File: src/rtl/controlador_sequenciador.sv
// SAP-1 controller-sequencer: six-state T ring running fetch (T1..T3) and
// opcode-driven execute (T4..T6), plus a HALT sink left only through clr.
module controlador_sequenciador #(
  parameter logic [3:0] OPC_LDA = 4'b0000,
  parameter logic [3:0] OPC_ADD = 4'b0001,
  parameter logic [3:0] OPC_SUB = 4'b0010,
  parameter logic [3:0] OPC_OUT = 4'b1110,
  parameter logic [3:0] OPC_HLT = 4'b1111
) (
  input  logic       clk,
  input  logic       clr,
  input  logic       en,
  input  logic [3:0] opcode,
  output logic [5:0] t,
  output logic       cp,
  output logic       ep,
  output logic       lm,
  output logic       ce,
  output logic       li,
  output logic       ei,
  output logic       la,
  output logic       ea,
  output logic       su,
  output logic       eu,
  output logic       lb,
  output logic       lo,
  output logic       hlt
);

  typedef enum logic [2:0] {
    S_T1   = 3'd0,
    S_T2   = 3'd1,
    S_T3   = 3'd2,
    S_T4   = 3'd3,
    S_T5   = 3'd4,
    S_T6   = 3'd5,
    S_HALT = 3'd6
  } state_t;

  state_t state, state_nxt;

  always_ff @(posedge clk) begin
    if (clr)
      state <= S_T1;
    else if (en)
      state <= state_nxt;
  end

  always_comb begin
    state_nxt = state;
    unique case (state)
      S_T1:    state_nxt = S_T2;
      S_T2:    state_nxt = S_T3;
      S_T3:    state_nxt = S_T4;
      S_T4:    state_nxt = (opcode == OPC_HLT) ? S_HALT : S_T5;
      S_T5:    state_nxt = S_T6;
      S_T6:    state_nxt = S_T1;
      S_HALT:  state_nxt = S_HALT;
      default: state_nxt = S_T1;
    endcase
  end

  // Ring position and halt flag track the held state even while paused.
  always_comb begin
    t   = '0;
    hlt = 1'b0;
    unique case (state)
      S_T1:    t = 6'b000001;
      S_T2:    t = 6'b000010;
      S_T3:    t = 6'b000100;
      S_T4:    t = 6'b001000;
      S_T5:    t = 6'b010000;
      S_T6:    t = 6'b100000;
      S_HALT:  hlt = 1'b1;
      default: t = '0;
    endcase
  end

  // Controls are masked by en so a paused cycle never repeats a load or increment.
  always_comb begin
    cp = 1'b0; ep = 1'b0; lm = 1'b0; ce = 1'b0;
    li = 1'b0; ei = 1'b0; la = 1'b0; ea = 1'b0;
    su = 1'b0; eu = 1'b0; lb = 1'b0; lo = 1'b0;
    if (en) begin
      unique case (state)
        S_T1: begin
          ep = 1'b1;
          lm = 1'b1;
        end
        S_T2: cp = 1'b1;
        S_T3: begin
          ce = 1'b1;
          li = 1'b1;
        end
        S_T4: begin
          if (opcode == OPC_LDA || opcode == OPC_ADD || opcode == OPC_SUB) begin
            ei = 1'b1;
            lm = 1'b1;
          end else if (opcode == OPC_OUT) begin
            ea = 1'b1;
            lo = 1'b1;
          end
        end
        S_T5: begin
          if (opcode == OPC_LDA) begin
            ce = 1'b1;
            la = 1'b1;
          end else if (opcode == OPC_ADD || opcode == OPC_SUB) begin
            ce = 1'b1;
            lb = 1'b1;
          end
        end
        S_T6: begin
          if (opcode == OPC_ADD || opcode == OPC_SUB) begin
            la = 1'b1;
            eu = 1'b1;
            su = (opcode == OPC_SUB);
          end
        end
        default: ;
      endcase
    end
  end

endmodule

File: config.mk
export PLATFORM = sky130hd
export DESIGN_NAME = controlador_sequenciador
export DESIGN_NICKNAME = d
export VERILOG_FILES = /design/src/rtl/controlador_sequenciador.sv
export SDC_FILE = /design/constraint.sdc
export NUM_CORES = 1
export LEC_CHECK = 0
export ABC_CLOCK_PERIOD_IN_PS = 3520
export CAP_MARGIN = 20
export CORE_AREA = 10 10 47 49
export CTS_CLUSTER_DIAMETER = 120
export DETAILED_ROUTE_END_ITERATION = 10
export DIE_AREA = 0 0 57 59
export PLACE_DENSITY = 0.75
export SYNTH_ARGS = -nofsm -noshare
export SYNTH_HDL_FRONTEND = slang
export SYNTH_SLANG_ARGS = --single-unit
File: constraint.sdc
create_clock -name clk -period 3.52 [get_ports clk]
set_input_delay 0.352 -clock clk [delete_from_list [all_inputs] [get_ports clk]]
set_output_delay 0.352 -clock clk [all_outputs]
set_load 0.005 [all_outputs]
# ---- Word level (Yosys, flattened, before mapping)
# Index checks and enable logic that the tools add are counted.
dict set report op_classes {
  muxes 34
  reduce_logical 5
  n_eq_ne 10
}
# operator count
set ops {}
lappend ops {{one-hot mux 6 bit (6 select lines)} 1}
lappend ops {{2-to-1 mux 1 bit} 28}
lappend ops {{one-hot mux 3 bit (6 select lines)} 1}
lappend ops {{equality test 3 bit (second input constant)} 3}
lappend ops {{equality test 4 bit (second input constant)} 2}
lappend ops {{equality test 3 x 2 -> 1 bit (second input constant)} 2}
lappend ops {{one-hot mux 1 bit (2 select lines)} 3}
lappend ops {{equality test 4 x 1 -> 1 bit (second input constant)} 1}
lappend ops {{equality test 4 x 2 -> 1 bit (second input constant)} 1}
lappend ops {{logical NOT 4 bit} 1}
lappend ops {{equality test 3 x 1 -> 1 bit (second input constant)} 1}
lappend ops {{logical NOT 3 bit} 1}
lappend ops {{logical OR 1 bit} 3}
lappend ops {{2-to-1 mux 2 bit} 1}
dict set report totals {
  inputBits 7
  ff_bits 3
}

# ---- Depth between registers and ports, before layout
# Gate-level depths: netlist of run 1.
dict set report depth {
  depth_word 6
  ltp_mapped 5
  depth_no_buf 3
}

# ---- Worst setup path before layout of run 1
# No wires, ideal clock.
dict set report synth_timing {
  path_kind {flip-flop to output port}
  startpoint {register state[1]}
  endpoint {output port lo}
  slack_ps 2023
  path_buffers 2
  t_arrival_ps 1145
  required_ps 3168
  stages_incl_launch_ff 6
  path_cell_list {dfxtp_1 -> buf_4 -> nor2b_1 -> nand2_1 -> nor3_1 -> buf_4}
}
dict set report synth_between {
  elab_chain_cells 3
}
# item line_no
set synth_lines {}
lappend synth_lines {{start, declared} 40} ;# state_t state, state_nxt;
lappend synth_lines {{start signal, assigned} 46} ;# state <= state_nxt;
lappend synth_lines {{equality test 3 x 2 -> 1 bit} n/a}
lappend synth_lines {{2-to-1 mux 1 bit (2 in a row)} n/a}
lappend synth_lines {{end, declared} 26} ;# output logic lo,
# No other way between the ends.

# ---- Worst setup path in the final report of run 1
dict set report layout_timing {
  startpoint {register state[1]}
  endpoint {output port lo}
}
dict set report layout_between {
  elab_chain_cells 3
}
# item line_no
set layout_lines {}
lappend layout_lines {{equality test 3 x 2 -> 1 bit} 85} ;# unique case (state)
lappend layout_lines {{2-to-1 mux 1 bit} 85}
lappend layout_lines {{2-to-1 mux 1 bit} 84} ;# if (en) begin
# No other way between the ends.

==> impl_metrics.env, run 1 <==
export IMPL_clkPwrFrac_pct=39.4
export IMPL_drt_iter0_markers=4
export IMPL_root_buffer="clkbuf_4"
export IMPL_cts_htree_levels=1
export IMPL_cts_num_sinks=3
export IMPL_cts_tree="yes"
export IMPL_p_int_w=0.0001092
export IMPL_portBuffers=25
export IMPL_syn_nets=59
export IMPL_grt_use_total_pct=6.494
export IMPL_largest_registers="state: 3 flops"
export IMPL_first_pass_iters=3
export IMPL_drc=0
export IMPL_ioPinCount=26
export IMPL_globalplace_congestion=0.6856
export IMPL_crit_path_top_delay_cell="clkdlybuf4s50_1"
export IMPL_core_area_sq_um=1401
export IMPL_rows=14
export IMPL_crit_chain="nor2b_1 -> nand2_1 -> nor3_1 -> clkdlybuf4s50_1"
export IMPL_layout_nets=85
export IMPL_crit_arrival_ps=1960
export IMPL_top_register="state"
export IMPL_critPathMaxStageDelay_ps=560
export IMPL_synth_seq_cells=3
export IMPL_maxCapViolCount=0
export IMPL_fin_tns_setup_ps=0
export IMPL_yosys_area_top_type="dfxtp_1"
export IMPL_endpoint_kind="output pin"
export IMPL_fin_crit_ps=2311
export IMPL_cts_buffers=3
export IMPL_multi_input_area_sq_um=247.7
export IMPL_synth_avg_cell_area_sq_um=6.665
export IMPL_cp_top_family="simple AND/OR/NAND/NOR gates"
export IMPL_final_setup_viol_count=0
export IMPL_startpoint_type="flip-flop"
export IMPL_ir_worst_vdd_uv=189.9
export IMPL_grt_pass1_vias=418
export IMPL_die_y_microns=59
export IMPL_largest_reg_flops=3
export IMPL_ys_seq_area_share_pct=17.33
export IMPL_antenna_found_initial=0
export IMPL_worst_slack_ps=1209
export IMPL_ctsResizeCount=0
export IMPL_hold_viol_final=0
export IMPL_synth_area_top_cells="dfxtp_1, nor2_1, nor3_1, buf_4, nand2_1"
export IMPL_start_util_pct=24.73
export IMPL_criticalPathCategory="flip-flop to output pin"
export IMPL_diodes=0
export IMPL_totalWireLength_microns=1059
export IMPL_path_buf_inv=1
export IMPL_whs_ps=617.4
export IMPL_slew_headroom_pct=71.71
export IMPL_drive_gt1_share_pct=9.091
export IMPL_fillers=156
export IMPL_grt_pass1_wl_microns=1821
export IMPL_syn_to_final_growth_pct=77.62
export IMPL_post_drt_wl_per_cell_microns=11.39
export IMPL_leakagePower_nw=0.2409
export IMPL_synth_top_cell_area_share_pct=17.33
export IMPL_power_density_nw_per_um2=247.8
export IMPL_worst_path_max_fanout=10
export IMPL_worstHoldPathType="flip-flop to flip-flop"
export IMPL_slew_violations=0
export IMPL_path_clk_slew_ps=40
export IMPL_synth_distinct_cells=25
export IMPL_cts_setup_buffers=0
export IMPL_clk_latency_ps=230
export IMPL_power_frac_comb_pct=32.2
export IMPL_status="finished, final reports clean"
export IMPL_grt_overflow_total=0
export IMPL_p_switching_w=0.00004329
export IMPL_vias_per_cell=4.473
export IMPL_fmax_ghz=0.4327
export IMPL_fin_crit_sh_pct=65.66
export IMPL_grt_max_degree=13
export IMPL_die_width_microns=57
export IMPL_rsz0062_at_grt="no"
export IMPL_syn_area_sq_um=346.6
export IMPL_skew_ps=4.177
export IMPL_cts_path_max_buffers=2
export IMPL_die_area_sq_um=3363
export IMPL_dp_slack_ps=1207
export IMPL_ys_warnings_count=0
export IMPL_cp_data_required_time_ps=3170
export IMPL_synth_cells=52
export IMPL_dr_total_vias=416
export IMPL_place_hpwl_microns=904.8
export IMPL_hold_buffers=0
export IMPL_regArea_sq_um=60.06
export IMPL_worst_slew_pin_slew_ps=423.7
export IMPL_p_sw_share_pct=28.38
export IMPL_pwr_share_seq_pct=28.5
export IMPL_detail_route_antenna_nets=0
export IMPL_utilization_pct=43.93
synth_stat cells:
| cell | n |
|---|---|
| inv_1 | 3 |
| nor4_1 | 1 |
| nand4_1 | 1 |
| nor2_1 | 9 |
| nand2_4 | 1 |
| nor2b_4 | 1 |
| nor2b_1 | 1 |
| a211o_1 | 1 |
| a21oi_2 | 1 |
| mux2i_1 | 1 |
| buf_2 | 1 |
| o22ai_1 | 1 |
| nand3b_1 | 1 |
| a21oi_1 | 1 |
| nor3_1 | 5 |
| o21bai_1 | 1 |
| buf_4 | 3 |
| nor3_2 | 1 |
| dfxtp_1 | 3 |
| xor2_1 | 1 |
| nor3b_1 | 1 |
| nand2b_1 | 3 |
| nand2_1 | 6 |
| xnor2_1 | 1 |
| nand3_1 | 3 |
final timing paths:
check,endpoint,cells past startpoint,start,slack [ps]
min reg2reg,state[1],2,state[1],620
max reg2reg,state[1],3,state[0],2360
min,state[1],2,state[1],620
max,lo,4,state[1],1210
logic make-up after synthesis:
logic type                Yosys count  synth area share (%)
AOI/OAI and AO/OA                   5                 10.47
xor gates and xnor gates            2                 5.055
buffers and inverters               7                 11.19
DFF                                 3                 17.33
muxes                               1                 2.888
and+or+nand+nor                    34                 53.07
metrics by stage:
stage | cell area [sq um] | instances | power [W]
after global placement | 589.3 | 89 | 0.00009316
after floorplan | 346.6 | 52 | 0.00006556
after detailed placement | 589.3 | 89 | 0.00009397
final | 615.6 | 93 | 0.0001525
after global routing | 615.6 | 93 | 0.0001653
after CTS | 615.6 | 93 | 0.0001570
final cells by class:
type | count | share of cell area [%]
flip-flops and latches | 3 | 9.756
repair buffers | 25 | 40.65
multi-input cells | 42 | 40.24
inverters | 3 | 1.829
clock buffers | 4 | 4.268
well taps | 16 | 3.252
power groups by stage:
stage | Sequential [W] | Combinational [W] | Clock [W]
after floorplan | 0.0000383 | 0.0000273 | 0
after global placement | 0.0000439 | 0.0000493 | 0
after detailed placement | 0.0000440 | 0.0000500 | 0
after CTS | 0.0000434 | 0.0000502 | 0.0000635
after global routing | 0.0000445 | 0.0000545 | 0.0000663
final | 0.0000434 | 0.0000490 | 0.0000601
layer usage:
layer / global-route usage [%] / vias up / part of all wire (%)
met4: 4.027 / 0 / 1.6
met1: 6.802 / 173 / 44
met2: 11.01 / 17 / 46
met5: 0 / - / 0
li1: - / 224 / -
met3: 2.146 / 2 / 7.5
worst register-to-register path: cells and delay by family, from the launching register on:
kind / cells / cell delay [ps]
AOI/OAI and AO/OA: 2 / 420
DFF: 1 / 570
and+or+nand+nor: 1 / 110
cells in the final DEF (no fill, tap or decap), types with 3 or more instances in the layout:
cell type	instances
nand2b_1	3
inv_1	3
nand2_1	6
nand3_1	3
dfxtp_1	3
nor3_1	5
clkbuf_4	3
nor2_1	9
clkdlybuf4s50_1	25
Note: power is estimated with default switching activity, not from simulation.
==> inputs of run 2 (changes only) <==
--- a/config.mk
+++ b/config.mk
@@ -5,7 +5,7 @@
 export SDC_FILE = /design/constraint.sdc
 export NUM_CORES = 1
 export LEC_CHECK = 0
-export ABC_CLOCK_PERIOD_IN_PS = 3520
+export ABC_CLOCK_PERIOD_IN_PS = 2150
 export CAP_MARGIN = 20
 export CORE_AREA = 10 10 47 49
 export CTS_CLUSTER_DIAMETER = 120
==> constraint.sdc (replaced) <==
create_clock -name clk -period 2.15 [get_ports clk]
set_input_delay 0.215 -clock clk [delete_from_list [all_inputs] [get_ports clk]]
set_output_delay 0.215 -clock clk [all_outputs]
set_load 0.005 [all_outputs]
==> impl_metrics.env, run 2 (synthesis gave the netlist of run 1 again) <==
export IMPL_cts_num_sinks=3
export IMPL_p_int_w=0.0001809
export IMPL_globalplace_congestion=0.6965
export IMPL_ioPinCount=26
export IMPL_final_setup_viol_count=0
export IMPL_first_pass_iters=4
export IMPL_slew_violations=0
export IMPL_cts_tree="yes"
export IMPL_ctsResizeCount=0
export IMPL_slew_headroom_pct=78.96
export IMPL_critPathMaxStageDelay_ps=550
export IMPL_hold_buffers=0
export IMPL_largest_reg_flops=3
export IMPL_fin_crit_ps=2031
export IMPL_fin_crit_sh_pct=94.46
export IMPL_cp_top_family="simple AND/OR/NAND/NOR gates"
export IMPL_place_hpwl_microns=909.7
export IMPL_rsz0062_at_grt="no"
export IMPL_dr_total_vias=421
export IMPL_fmax_ghz=0.4924
export IMPL_largest_registers="state: 3 flops"
export IMPL_power_frac_comb_pct=33.6
export IMPL_grt_max_degree=13
export IMPL_worst_slack_ps=119.2
export IMPL_antenna_found_initial=0
export IMPL_skew_ps=4.560
export IMPL_leakagePower_nw=0.2557
export IMPL_crit_path_top_delay_cell="clkdlybuf4s50_1"
export IMPL_ir_worst_vdd_uv=227.1
export IMPL_totalWireLength_microns=1063
export IMPL_worst_path_max_fanout=10
export IMPL_vias_per_cell=4.479
export IMPL_clk_latency_ps=230
export IMPL_fin_tns_setup_ps=0
export IMPL_p_switching_w=0.00007143
export IMPL_utilization_pct=44.73
export IMPL_detail_route_antenna_nets=0
export IMPL_post_drt_wl_per_cell_microns=11.31
export IMPL_grt_pass1_vias=413
export IMPL_endpoint_kind="output pin"
export IMPL_portBuffers=25
export IMPL_power_density_nw_per_um2=402.5
export IMPL_top_register="state"
export IMPL_dp_slack_ps=111.3
export IMPL_final_common_cell="clkdlybuf4s50_1"
export IMPL_drc=0
export IMPL_clkPwrFrac_pct=39.1
export IMPL_worst_slew_pin_slew_ps=315.0
export IMPL_startpoint_type="flip-flop"
export IMPL_cts_htree_levels=1
export IMPL_cp_data_required_time_ps=1930
export IMPL_crit_chain="nor2b_4 -> nand2_1 -> nor4_1 -> clkdlybuf4s50_1"
export IMPL_crit_arrival_ps=1820
export IMPL_syn_to_final_growth_pct=80.87
export IMPL_cts_buffers=3
export IMPL_cts_path_max_buffers=2
export IMPL_postPlaceCellArea_sq_um=596.8
export IMPL_drt_iter0_markers=6
export IMPL_die_width_microns=57
export IMPL_cts_setup_buffers=0
export IMPL_grt_pass1_wl_microns=1794
export IMPL_layout_nets=86
export IMPL_final_cell_mix="clkdlybuf4s50_1, nor2_1, nand2_1"
export IMPL_criticalPathCategory="flip-flop to output pin"
export IMPL_maxCapViolCount=0
export IMPL_path_buf_inv=1
export IMPL_rows=14
export IMPL_die_area_sq_um=3363
export IMPL_grt_use_total_pct=6.583
export IMPL_root_buffer="clkbuf_4"
export IMPL_path_clk_slew_ps=40
export IMPL_diodes=0
export IMPL_drive_gt1_share_pct=11.54
export IMPL_die_y_microns=59
export IMPL_pwr_share_seq_pct=27.3
export IMPL_power_w=0.0002523
export IMPL_worstHoldPathType="input port to flip-flop"
export IMPL_postLayoutCellArea_sq_um=626.9
export IMPL_start_util_pct=24.73
export IMPL_hold_viol_final=0
export IMPL_grt_overflow_total=0
export IMPL_status="finished, final reports clean"
export IMPL_fillers=152
export IMPL_core_area_sq_um=1401
export IMPL_p_sw_share_pct=28.31
==> run 2: cell count changes in the layout (fill, tap and decap cells not counted) <==
cell / before / now
dfxtp_1: 3 / 2
clkdlybuf4s50_1: 25 / 24
dfxtp_2: 0 / 1
buf_4: 0 / 1
dlymetal6s2s_1: 0 / 1
==> run 2: layout make-up <==
| class | count | area, sq um | area share (%) |
|---|---|---|---|
| inverter | 3 | 11.26 | 1.796 |
| timing repair buffer | 26 | 260.3 | 41.52 |
| clock buffer | 4 | 26.28 | 4.192 |
| sequential | 3 | 61.31 | 9.780 |
| multi-input combinational | 42 | 247.7 | 39.52 |
| tap | 16 | 20.02 | 3.194 |
==> run 2: power by group through the flow <==
stage | registers [W] | clock network (W) | logic (W)
after floorplan | 0.0000627 | 0 | 0.0000447
after global placement | 0.0000694 | 0 | 0.0000850
after detailed placement | 0.0000691 | 0 | 0.0000861
after CTS | 0.0000684 | 0.000104 | 0.0000862
after global routing | 0.0000703 | 0.000106 | 0.0000936
final | 0.0000688 | 0.0000987 | 0.0000847
==> run 2: worst min-delay path, delay by kind of cell <==
family	cells	cell delay [ps]
xor gates and xnor gates	1	190
buffers and inverters	1	210
and+or+nand+nor	1	40
==> run 2: path summary, 6_finish.rpt <==
kind	slack, ps	cells after the start	start	endpoint
max reg2reg	1130	3	state[0]	state[1]
min reg2reg	610	2	state[0]	state[0]
min	470	3	en	state[0]
max	120	4	state[2]	su
==> run 2: layer usage <==
metal  wire [microns]  share of wire [%]  GRT usage [%]  vias to the layer above
li1                 -                  -              -                      224
met1              452                 43          6.332                      182
met2              502                 47          10.54                       15
met3              108                 10          3.433                        0
met4                0                  0          5.034                        0
met5                0                  0              0                        -
==> run 2: metrics by stage <==
stage               std cells  hold slack, ps
finish                     94           469.2
floorplan                  52           277.4
CTS                        94           580.8
detailed placement         90           643.6
global placement           90           640.8
global route               94           481.6
==> inputs of run 3 (changes only) <==
--- a/config.mk
+++ b/config.mk
@@ -11,6 +11,7 @@
 export CTS_CLUSTER_DIAMETER = 120
 export DETAILED_ROUTE_END_ITERATION = 10
 export DIE_AREA = 0 0 57 59
+export GPL_TIMING_DRIVEN = 1
 export PLACE_DENSITY = 0.75
 export SYNTH_ARGS = -nofsm -noshare
 export SYNTH_HDL_FRONTEND = slang
==> results of run 3 <==
Same layout as run 2: the final DEF is identical, and so are final timing and power.
